<file path="config.mk">
export PLATFORM = sky130hd
export DESIGN_NAME = add_arbiter
export DESIGN_NICKNAME = d
export VERILOG_FILES = /design/src/rtl/add_arbiter.sv
export SDC_FILE = /design/constraint.sdc
export NUM_CORES = 1
export LEC_CHECK = 0
export ABC_AREA = 1
export ABC_CLOCK_PERIOD_IN_PS = 1940
export CORE_MARGIN = 2
export CORE_UTILIZATION = 42
export CTS_CLUSTER_DIAMETER = 60
export DETAILED_ROUTE_END_ITERATION = 12
export PLACE_DENSITY = 0.83
export RECOVER_POWER = 50
export SYNTH_ARGS = -nofsm -noshare
export SYNTH_HDL_FRONTEND = slang
export SYNTH_SLANG_ARGS = --single-unit
</file>
<file path="constraint.sdc">
create_clock -name clk -period 1.94 [get_ports clk]
set_input_delay 0.388 -clock clk [delete_from_list [all_inputs] [get_ports clk]]
set_output_delay 0.388 -clock clk [all_outputs]
set_load 0.05 [all_outputs]
</file>
<file path="src/rtl/add_arbiter.sv">
// Two-requester arbiter sharing one registered adder; one transaction in flight at a time.
// Define ADD_ARB_ROUND_ROBIN_EN for round-robin tie-break, otherwise requester 0 has fixed priority.
//
// state | meaning
// IDLE  | waiting for a request; ready asserted for the granted requester
// ISSUE | operands on add_a/add_b, adder registering them
// WAIT  | adder result valid, captured on the exit edge
// RESP  | rsp_valid high, held until rsp_ready
module add_arbiter #(
    parameter int W = 8
) (
    input  logic         clk,
    input  logic         reset,
    input  logic         req0_valid,
    input  logic         req1_valid,
    input  logic [W-1:0] req0_a,
    input  logic [W-1:0] req0_b,
    input  logic [W-1:0] req1_a,
    input  logic [W-1:0] req1_b,
    output logic         req0_ready,
    output logic         req1_ready,
    output logic [W-1:0] add_a,
    output logic [W-1:0] add_b,
    input  logic [W:0]   add_sum,
    input  logic         add_odd,
    output logic         rsp_valid,
    output logic         rsp_id,
    output logic [W:0]   rsp_sum,
    output logic         rsp_odd,
    input  logic         rsp_ready,
    output logic [7:0]   cnt0,
    output logic [7:0]   cnt1
);

    typedef enum logic [1:0] {IDLE, ISSUE, WAIT, RESP} state_t;

    state_t       state_q;
    logic [W-1:0] op_a_q, op_b_q;
    logic [W-1:0] op_a_d, op_b_d;
    logic         rsp_id_q;
    logic [W:0]   rsp_sum_q;
    logic         rsp_odd_q;
    logic [7:0]   cnt0_q, cnt1_q;
    logic         tie_pick1;
    logic         idle;
    logic         accept;
    logic         sel1;

`ifdef ADD_ARB_ROUND_ROBIN_EN
    logic last_q;
    // on a tie, grant whoever did not win last time
    assign tie_pick1 = ~last_q;
`else
    assign tie_pick1 = 1'b0;
`endif

    assign idle       = (state_q == IDLE);
    assign req0_ready = idle & req0_valid & (~req1_valid | ~tie_pick1);
    assign req1_ready = idle & req1_valid & (~req0_valid | tie_pick1);
    assign accept     = req0_ready | req1_ready;
    assign sel1       = req1_ready;
    assign op_a_d     = sel1 ? req1_a : req0_a;
    assign op_b_d     = sel1 ? req1_b : req0_b;

    always_ff @(posedge clk) begin
        if (reset) begin
            state_q   <= IDLE;
            op_a_q    <= '0;
            op_b_q    <= '0;
            rsp_id_q  <= 1'b0;
            rsp_sum_q <= '0;
            rsp_odd_q <= 1'b0;
            cnt0_q    <= '0;
            cnt1_q    <= '0;
`ifdef ADD_ARB_ROUND_ROBIN_EN
            last_q    <= 1'b1;
`endif
        end else begin
            case (state_q)
                IDLE: begin
                    if (accept) begin
                        op_a_q   <= op_a_d;
                        op_b_q   <= op_b_d;
                        rsp_id_q <= sel1;
`ifdef ADD_ARB_ROUND_ROBIN_EN
                        last_q   <= sel1;
`endif
                        state_q  <= ISSUE;
                    end
                end
                ISSUE: state_q <= WAIT;
                WAIT: begin
                    rsp_sum_q <= add_sum;
                    rsp_odd_q <= add_odd;
                    state_q   <= RESP;
                end
                RESP: begin
                    if (rsp_ready) begin
                        if (rsp_id_q) cnt1_q <= cnt1_q + 8'd1;
                        else          cnt0_q <= cnt0_q + 8'd1;
                        state_q <= IDLE;
                    end
                end
                default: state_q <= IDLE;
            endcase
        end
    end

    assign add_a     = op_a_q;
    assign add_b     = op_b_q;
    assign rsp_valid = (state_q == RESP);
    assign rsp_id    = rsp_id_q;
    assign rsp_sum   = rsp_sum_q;
    assign rsp_odd   = rsp_odd_q;
    assign cnt0      = cnt0_q;
    assign cnt1      = cnt1_q;

endmodule

</file>
==> impl_metrics.csv, run 1 <==
group,metric,value,unit
clocking,cts_tree,"built",
timing,tightestPinTransition,609.4,ps
global_route,overflow,0,
die,die_area,5663,sq um
critical_path,slowest_stage,"clkdlybuf4s50_1",
final_layout,layout_commonest_cell,"nand2_1",
logic_synthesis,ys_ff_latch,45,
critical_path,worst_ep_arrival_time,1500,ps
final_layout,area_growth,47.42,%
final_layout,fin_cells,488,
logic_synthesis,synthesis.nets,378,
logic_synthesis,ys_seq_area_share,42.25,%
die,pin_count,93,
clocking,root_buffer,"clkbuf_8",
critical_path,worstPathCellList,"clkdlybuf4s50_1",
timing,fin_setup_tns,0,ps
place,dpl.cell_count,481,
critical_path,cpPeakStageDelay,820,ps
routing,wire_per_inst,11.27,microns
logic_synthesis,synth_cells,326,
critical_path,start_kind,"flop",
clocking,cts.clk_slew.worst_paths,80,ps
place,placed_cell_area,3154,sq um
routing,vias,2289,
timing,setup_viol,0,
routing,final_antenna_net_count,0,
die,num_rows,25,
logic_synthesis,synth_edf_count,0,
routing,wl,5498,microns
global_route,grt_max_degree,33,
clocking,post_cts_buffers,0,
global_route,grt_pass1_wl,9377,microns
logic_synthesis,syn_area_per_cell,6.540,sq um
logic_synthesis,synthesis.area,2132,sq um
final_layout,fin_area,3143,sq um
place,dp_hpwl,4132,microns
clocking,htree_levels,2,
clocking,clk_latency,290,ps
job,maxCapViolCount,0,
logic_synthesis,yosysUniqueCellTypes,21,
final_layout,nFillCells,452,
final_layout,seq_area,900.9,sq um
global_route,grt_usage,21.35,%
power_and_ir_drop,powerDensity,1317,nW/um^2
die,start_util,44.26,%
critical_path,worst_setup_path_end_kind,"primary output",
timing,fin_crit_sh,97.12,%
place,io_buffers,92,
logic_synthesis,yosys_warnings,0,
global_route,grt_pass1_vias,2227,
critical_path,crit_type,"flop to primary output",
clocking,cts_buffers,5,
global_route,grt_antenna_before_repair,0,
final_layout,multiInputGateArea,950.9,sq um
power_and_ir_drop,ir_drop,0.0007985,V
timing,timing.slew.headroom,59.55,%
timing,fmax,0.5307,GHz
routing,drcViolationCount,0,
critical_path,critPathRequiredTime,1550,ps
run_status,status,"finished clean",
final_layout,fin_nets,473,
clocking,clock-sinks,45,
final_layout,mostFrequentLayoutCells,"nand2_1, clkdlybuf4s50_1, nor2_1",
routing,drt-pass1-iter-count,4,
die,fp.dieH,75.25,microns
final_layout,finalCoreUtilization,65.25,%
timing,rsz0062_at_grt,"false",
final_layout,num_antenna_cells,0,
critical_path,cp_top_family,"buffers and inverters",
logic_synthesis,ys_async_sr_fraction,0,%
final_layout,final_layout_size_suffix_gt1_share,6.176,%
logic_synthesis,synth_flop_cell,"dfxtp_1",
place,place_congestion,0.8867,
timing,drv_slew,0,
hold_path,min_path_type,"flop to flop",
routing,via_per_inst,4.691,
die,die_x,75.25,microns
clocking,cts_buffer_depth,2,
timing,hold_violations,0,
die,core-area,4817,sq um
timing,finalCriticalPeriod,1884,ps
power_and_ir_drop,p_leak,0.001465,uW
timing,finalClockSkew,3.977,ps
routing,drt_first_iter_violations,78,
critical_path,cp_max_fo,4,
critical_path,crit_buf_inv,1,
clocking,cts_hold_buffers,0,
==> final timing paths <==
path         cells after the start                       to                     from  slack, ps
max                              1                  cnt1[6]     cnt1[6]$_SDFFE_PP0P_         60
min                              2  rsp_sum[1]$_SDFFE_PP0N_  rsp_sum[1]$_SDFFE_PP0N_        500
max reg2reg                      6     cnt1[5]$_SDFFE_PP0P_  state_q[1]$_SDFFE_PP0P_        250
min reg2reg                      2  rsp_sum[1]$_SDFFE_PP0N_  rsp_sum[1]$_SDFFE_PP0N_        500
==> where the power goes <==
group / internal [uW] / leakage, uW / switching, uW / total (uW)
Combinational: 722 / 0.00104 / 1450 / 2180
Clock: 374 / 0.0000540 / 302 / 676
Sequential: 1160 / 0.000368 / 127 / 1290
Total: 2260 / 0.00147 / 1880 / 4140
==> repair_timing <==
action	in CTS	in global routing
hold endpoints to repair	0	0
pin swaps	0	0
setup endpoints to repair	1	8
resized for setup	1	8
==> cell families (layout without fill, tap and decap cells) <==
group | count (synthesis) | after routing | share of synthesized area [%]
AOI/OAI and AO/OA | 40 | 40 | 9.507
adders and majority gates | 5 | 5 | 2.934
buffers and inverters | 67 | 162 | 12.68
DFF | 45 | 45 | 42.25
and+or+nand+nor | 169 | 169 | 32.63
==> stage by stage <==
stage | total power (uW) | hold WS (ps) | setup WS, ps
after floorplan | 2791 | 457.1 | 256.5
after global placement | 3536 | 473.0 | 291.1
after detailed placement | 3576 | 487.4 | 196.8
after CTS | 4269 | 505.6 | 15.25
after global routing | 4411 | 536.0 | 1.477
final | 4140 | 498.7 | 55.86
==> per-layer routing <==
layer | wire length [microns] | part of all wire, % | up-vias | GRT usage, %
li1 | - | - | 1185 | -
met1 | 2287 | 42 | 1020 | 23.59
met2 | 2651 | 48 | 76 | 38.60
met3 | 486 | 8.8 | 8 | 6.961
met4 | 73 | 1.3 | 0 | 7.018
met5 | 0 | 0 | - | 0
==> synth_stat cells (4+ instances only) <==
cell,count,share of area (%)
clkbuf_1,4,0.70
dfxtp_1,45,42
nor2_1,46,8.1
a21oi_1,9,2.1
ha_1,5,2.9
o21ai_0,25,5.9
nand3_1,33,7.7
nand2_1,84,15
o21ai_1,5,1.2
clkinv_1,6,1.1
inv_1,41,7.2
inv_2,9,1.6
==> layout make-up <==
cell class | instances | share of cell area (%)
well taps | 67 | 2.667
multi-input cells | 214 | 30.25
repair buffers | 98 | 28.26
clock inverters | 2 | 1.115
inverters | 57 | 6.847
clock buffers | 5 | 2.189
flip-flops and latches | 45 | 28.66
==> state kept, by name (all words and copies together), names as in the netlist <==
signal and count:
add_a 8, add_b 8, cnt0 8, cnt1 8, rsp_id 1, rsp_odd 1
rsp_sum 9, state_q 2
Note: power is estimated with default switching activity, not from simulation.
==> run 2: changes to the inputs <==
- SKIP_CTS_REPAIR_TIMING: not set -> 1
==> impl_metrics.csv, run 2 (same netlist as run 1, synthesis figures left out) <==
group,metric,value,unit
run_status,status,"finished clean",
clocking,root_buffer,"clkbuf_8",
timing,timing.slew.headroom,59.36,%
routing,drt-pass1-iter-count,4,
final_layout,num_antenna_cells,0,
critical_path,crit_buf_inv,1,
timing,hold_violations,0,
place,place_congestion,0.8867,
global_route,overflow,0,
critical_path,reg2reg_from,"state_q[1]$_SDFFE_PP0P_",
place,io_buffers,92,
final_layout,mostFrequentLayoutCells,"nand2_1, clkdlybuf4s50_1, nor2_1",
timing,setup_viol,0,
critical_path,cp-startpoint,"cnt1[6]$_SDFFE_PP0P_",
routing,via_per_inst,4.652,
hold_path,holdCritStartpoint,"rsp_sum[1]$_SDFFE_PP0N_",
routing,drt_first_iter_violations,75,
timing,finalCriticalPeriod,1883,ps
timing,tightestPinTransition,612.2,ps
global_route,grt_antenna_before_repair,0,
critical_path,cp.depth,1,
routing,vias,2270,
place,dp_slack,196.8,ps
final_layout,finalCoreUtilization,65.14,%
die,start_util,44.26,%
routing,drcViolationCount,0,
critical_path,slowest_stage,"clkdlybuf4s50_1",
final_layout,final_layout_size_suffix_gt1_share,6.176,%
timing,drv_slew,0,
hold_path,min_path_cells,2,
critical_path,worst_setup_path_end_kind,"primary output",
timing,whs,498.9,ps
clocking,cts_buffers,5,
routing,wire_per_inst,11.16,microns
routing,final_antenna_net_count,0,
place,placed_cell_area,3154,sq um
die,pin_count,93,
clocking,clock-sinks,45,
hold_path,min_path_type,"flop to flop",
critical_path,crit_type,"flop to primary output",
final_layout,layout_commonest_cell,"nand2_1",
global_route,grt_usage,21.35,%
critical_path,worstPathCellList,"clkdlybuf4s50_1",
timing,finalClockSkew,3.757,ps
die,core-area,4817,sq um
global_route,grt_max_degree,33,
final_layout,largest_reg_flops,9,
routing,wl,5448,microns
critical_path,cp_max_fo,4,
clocking,htree_levels,2,
die,die_area,5663,sq um
timing,fin_crit_sh,97.09,%
final_layout,fin_area,3138,sq um
power_and_ir_drop,powerDensity,1318,nW/um^2
global_route,grt_pass1_vias,2227,
critical_path,worst_ep_arrival_time,1500,ps
die,die_x,75.25,microns
die,fp.dieH,75.25,microns
job,maxCapViolCount,0,
clocking,cts_tree,"built",
timing,fmax,0.5309,GHz
critical_path,start_kind,"flop",
final_layout,fin_nets,473,
power_and_ir_drop,power,4136,uW
critical_path,critPathRequiredTime,1550,ps
final_layout,area_growth,47.18,%
clocking,cts.clk_slew.worst_paths,80,ps
timing,setup_slack,56.51,ps
die,num_rows,25,
global_route,grt_pass1_wl,9377,microns
power_and_ir_drop,ir_drop,0.0007970,V
clocking,clk_latency,290,ps
place,dp_hpwl,4132,microns
power_and_ir_drop,p_leak,0.001458,uW
critical_path,cp_top_family,"buffers and inverters",
clocking,cts_buffer_depth,2,
timing,rsz0062_at_grt,"false",
critical_path,rr_worst_depth,6,
critical_path,cpPeakStageDelay,820,ps
run 2: changes by cell type in the layout (fill, tap and decap cells not counted), sizes merged:
cell         before  now
clkbuf           22   23
dlygate4sd2       1    0
run 2: cell type report:
cell class                      instances  area (sq um)
Multi-Input combinational cell        214         950.9
Tap cell                               67         83.83
Clock buffer                            5         68.82
Clock inverter                          2         35.03
Inverter                               57         215.2
Fill cell                             453          1679
Sequential cell                        45         900.9
Timing Repair Buffer                   98         883.3
run 2: worst paths after layout:
check | to | slack (ps)
worst max register to register | cnt1[5]$_SDFFE_PP0P_ | 260
worst min register to register | rsp_sum[1]$_SDFFE_PP0N_ | 500
worst max-delay path | cnt1[6] | 60
worst min-delay path | rsp_sum[1]$_SDFFE_PP0N_ | 500
run 2: stage by stage:
step           cells  TNS (ps)
2_1_floorplan    326         0
3_3_place_gp     481         0
3_5_place_dp     481         0
4_1_cts          488    -3.759
5_1_grt          488         0
6_report         488         0
run 2: routing by layer:
metal / vias to the layer above / routed length (microns) / global-route usage [%]
met4: 0 / 73 / 7.018
li1: 1186 / - / -
met1: 1000 / 2250 / 23.59
met2: 76 / 2626 / 38.60
met5: - / 0 / 0
met3: 8 / 498 / 6.961
run 2: power breakdown:
group	switching (uW)	internal (uW)	leakage (uW)
clock network	300	374	0.0000540
registers	127	1160	0.000368
logic	1450	723	0.00104
==> run 3: changes to the inputs <==
--- a/config.mk
+++ b/config.mk
@@ -6,11 +6,11 @@
 export NUM_CORES = 1
 export LEC_CHECK = 0
-export ABC_AREA = 1
 export ABC_CLOCK_PERIOD_IN_PS = 1940
 export CORE_MARGIN = 2
-export CORE_UTILIZATION = 42
+export CORE_UTILIZATION = 61
 export CTS_CLUSTER_DIAMETER = 60
 export DETAILED_ROUTE_END_ITERATION = 12
-export PLACE_DENSITY = 0.83
+export DONT_BUFFER_PORTS = 1
+export PLACE_DENSITY = 0.8
 export RECOVER_POWER = 50
 export SKIP_CTS_REPAIR_TIMING = 1
==> constraint.sdc (replaced) <==
create_clock -name clk -period 1.94 [get_ports clk]
set_input_delay 0.388 -clock clk [delete_from_list [all_inputs] [get_ports clk]]
set_output_delay 0.388 -clock clk [all_outputs]
set_load 0.005 [all_outputs]
==> impl_metrics.csv, run 3 <==
group,metric,value,unit
timing,timing.slew.headroom,59.24,%
power_and_ir_drop,internal-power,1695,uW
critical_path,slowest_stage,"dfxtp_1",
power_and_ir_drop,power_frac_seq,51.1,%
final_layout,largest_reg_flops,9,
logic_synthesis,synth_area_leader_cell,"dfxtp_1",
final_layout,layout_commonest_cell,"dfxtp_1",
place,dp_slack,218.1,ps
die,die_area,3624,sq um
routing,vias,1514,
power_and_ir_drop,ir_drop,0.0007957,V
routing,via_per_inst,6.130,
final_layout,finalCoreUtilization,67.81,%
logic_synthesis,synthesis.area,1927,sq um
timing,rsz0062_at_grt,"false",
final_layout,mostFrequentLayoutCells,"dfxtp_1, mux2i_1, a21oi_1",
power_and_ir_drop,combPwrFrac,25.2,%
clocking,cts_tree,"built",
critical_path,crit_path_frequent_cell,"inv_1",
logic_synthesis,synth_top_area_share,46.75,%
timing,finalCriticalPeriod,1829,ps
logic_synthesis,synth_cells,203,
die,pin_count,93,
power_and_ir_drop,p_switching,756.1,uW
final_layout,fin_area,2053,sq um
critical_path,critPathRequiredTime,1550,ps
power_and_ir_drop,p_leak,0.0008256,uW
global_route,grtUsageMet1,22.56,%
global_route,met2_usage,41.77,%
job,maxCapViolCount,0,
place,place_congestion,0.7365,
critical_path,worst_setup_path_end_kind,"primary output",
logic_synthesis,ys_async_sr_fraction,0,%
timing,drv_slew,0,
timing,fin_crit_sh,94.28,%
logic_synthesis,yosys_warnings,0,
logic_synthesis,ys_seq_area_share,46.75,%
clocking,clock-sinks,45,
routing,drt_first_iter_violations,77,
clocking,cts_buffers,5,
routing,final_antenna_net_count,0,
routing,drcViolationCount,0,
critical_path,cpPeakStageDelay,330,ps
power_and_ir_drop,powerDensity,1194,nW/um^2
final_layout,final_layout_size_suffix_gt1_share,6.897,%
logic_synthesis,synthesis.nets,255,
timing,setup_viol,0,
global_route,top_usage_layer,"met2",
timing,tightestPinTransition,611.3,ps
final_layout,fin_cells,247,
global_route,grt_max_degree,33,
global_route,overflow,0,
clocking,cts.clk_slew.worst_paths,120,ps
die,core-area,3028,sq um
global_route,grt_usage,22.30,%
run_status,status,"finished clean",
global_route,grt_antenna_before_repair,0,
timing,setup_slack,110.9,ps
logic_synthesis,syn_area_per_cell,9.492,sq um
place,placed_cell_area,1953,sq um
place,dpl.cell_count,239,
final_layout,area_growth,6.558,%
timing,finalClockSkew,7.961,ps
final_layout,fin_nets,254,
clocking,cts_buffer_depth,2,
place,dp_hpwl,2859,microns
logic_synthesis,ys_top_cells_by_count,"dfxtp_1, mux2i_1, a21oi_1, o21ai_0, nor2_1",
die,die_x,60.20,microns
logic_synthesis,synth_flop_cell,"dfxtp_1",
logic_synthesis,yosysUniqueCellTypes,32,
global_route,grtUsageMet3,8.658,%
critical_path,worst_ep_arrival_time,1440,ps
clocking,root_buffer,"clkbuf_4",
routing,drt-pass1-iter-count,4,
die,start_util,63.64,%
critical_path,worstPathCellList,"inv_1, ha_2, nand3b_1, buf_12, inv_1",
global_route,grt_pass1_wl,6065,microns
routing,wire_per_inst,15.83,microns
critical_path,crit_type,"flop to primary output",
clocking,clk_latency,340,ps
power_and_ir_drop,clockPowerShare,23.7,%
die,num_rows,20,
hold_path,min_path_type,"input port to flop",
logic_synthesis,yosysMostFrequentCell,"dfxtp_1",
timing,fin_setup_tns,0,ps
final_layout,num_antenna_cells,0,
global_route,grt_pass1_vias,1475,
clocking,htree_levels,2,
die,fp.dieH,60.20,microns
logic_synthesis,synth_area_leaders,"dfxtp_1, mux2i_1, a21oi_1",
logic_synthesis,ys_ff_latch,45,
timing,fmax,0.5467,GHz
critical_path,start_kind,"flop",
logic_synthesis,synth_edf_count,0,
place,io_buffers,0,
power_and_ir_drop,swShare,30.85,%
routing,wl,3910,microns
critical_path,cp_max_fo,17,
timing,hold_violations,0,
[run 3: changes by cell type after synthesis, moves of 5 or more]
cell	previous run	this run
or4_1	0	5
mux2i_1	0	28
nand2_1	84	5
inv_1	41	5
inv_2	9	1
o21ai_1	5	0
a21oi_1	9	26
nor2_1	46	17
clkinv_1	6	0
nand3_1	33	2
o31ai_1	0	5
[run 3: through the flow]
| step | power, uW | hold slack (ps) |
|---|---|---|
| floorplan | 1751 | 468.2 |
| global placement | 1820 | 460.3 |
| detailed placement | 1863 | 463.6 |
| CTS | 2444 | 79.02 |
| global route | 2602 | 70.02 |
| finish | 2451 | 92.69 |
[run 3: power groups by stage]
stage / combinational, uW / clock (uW) / sequential, uW
final: 617 / 581 / 1250
after global routing: 692 / 633 / 1280
after CTS: 592 / 597 / 1260
after detailed placement: 594 / 0 / 1270
after global placement: 554 / 0 / 1270
after floorplan: 518 / 0 / 1230
[run 3: final cells by class]
class                      instances  area, sq um
fill                             249        974.7
multi-input combinational        142        962.2
sequential                        45        900.9
clock buffer                       7        55.05
tap                               44        55.05
clock inverter                     1        30.03
timing repair buffer               2        27.53
inverter                           6        22.52
[run 3: logic make-up after synthesis]
kind of cell / after synthesis / share of synthesized area [%]
xor+xnor: 4 / 1.819
flops: 45 / 46.75
simple gates: 48 / 13.77
fa+ha+maj: 5 / 3.247
mux: 29 / 15.13
buf+inv: 16 / 3.442
compound gates: 56 / 15.84
[run 3: path summary, 6_finish.rpt]
kind,endpoint,cells after the start,startpoint,slack (ps)
min,cnt1[6]$_SDFFE_PP0P_,1,reset,90
max reg2reg,cnt0[5]$_SDFFE_PP0P_,4,state_q[1]$_SDFFE_PP0P_,180
min reg2reg,cnt0[7]$_SDFFE_PP0P_,2,cnt0[7]$_SDFFE_PP0P_,510
max,req1_ready,5,state_q[0]$_SDFFE_PP0P_,110
[run 3: critical path, delay by kind of cell, from the launching register on]
family	cells	cell delay (ps)
buffers and inverters	3	370
DFF	1	330
adders and majority gates	1	240
and+or+nand+nor	1	140
[run 3: per-layer routing]
layer / up-vias / wire length (microns)
met3: 2 / 329
met2: 84 / 2073
met4: 0 / 25
li1: 734 / -
met5: - / 0
met1: 694 / 1482
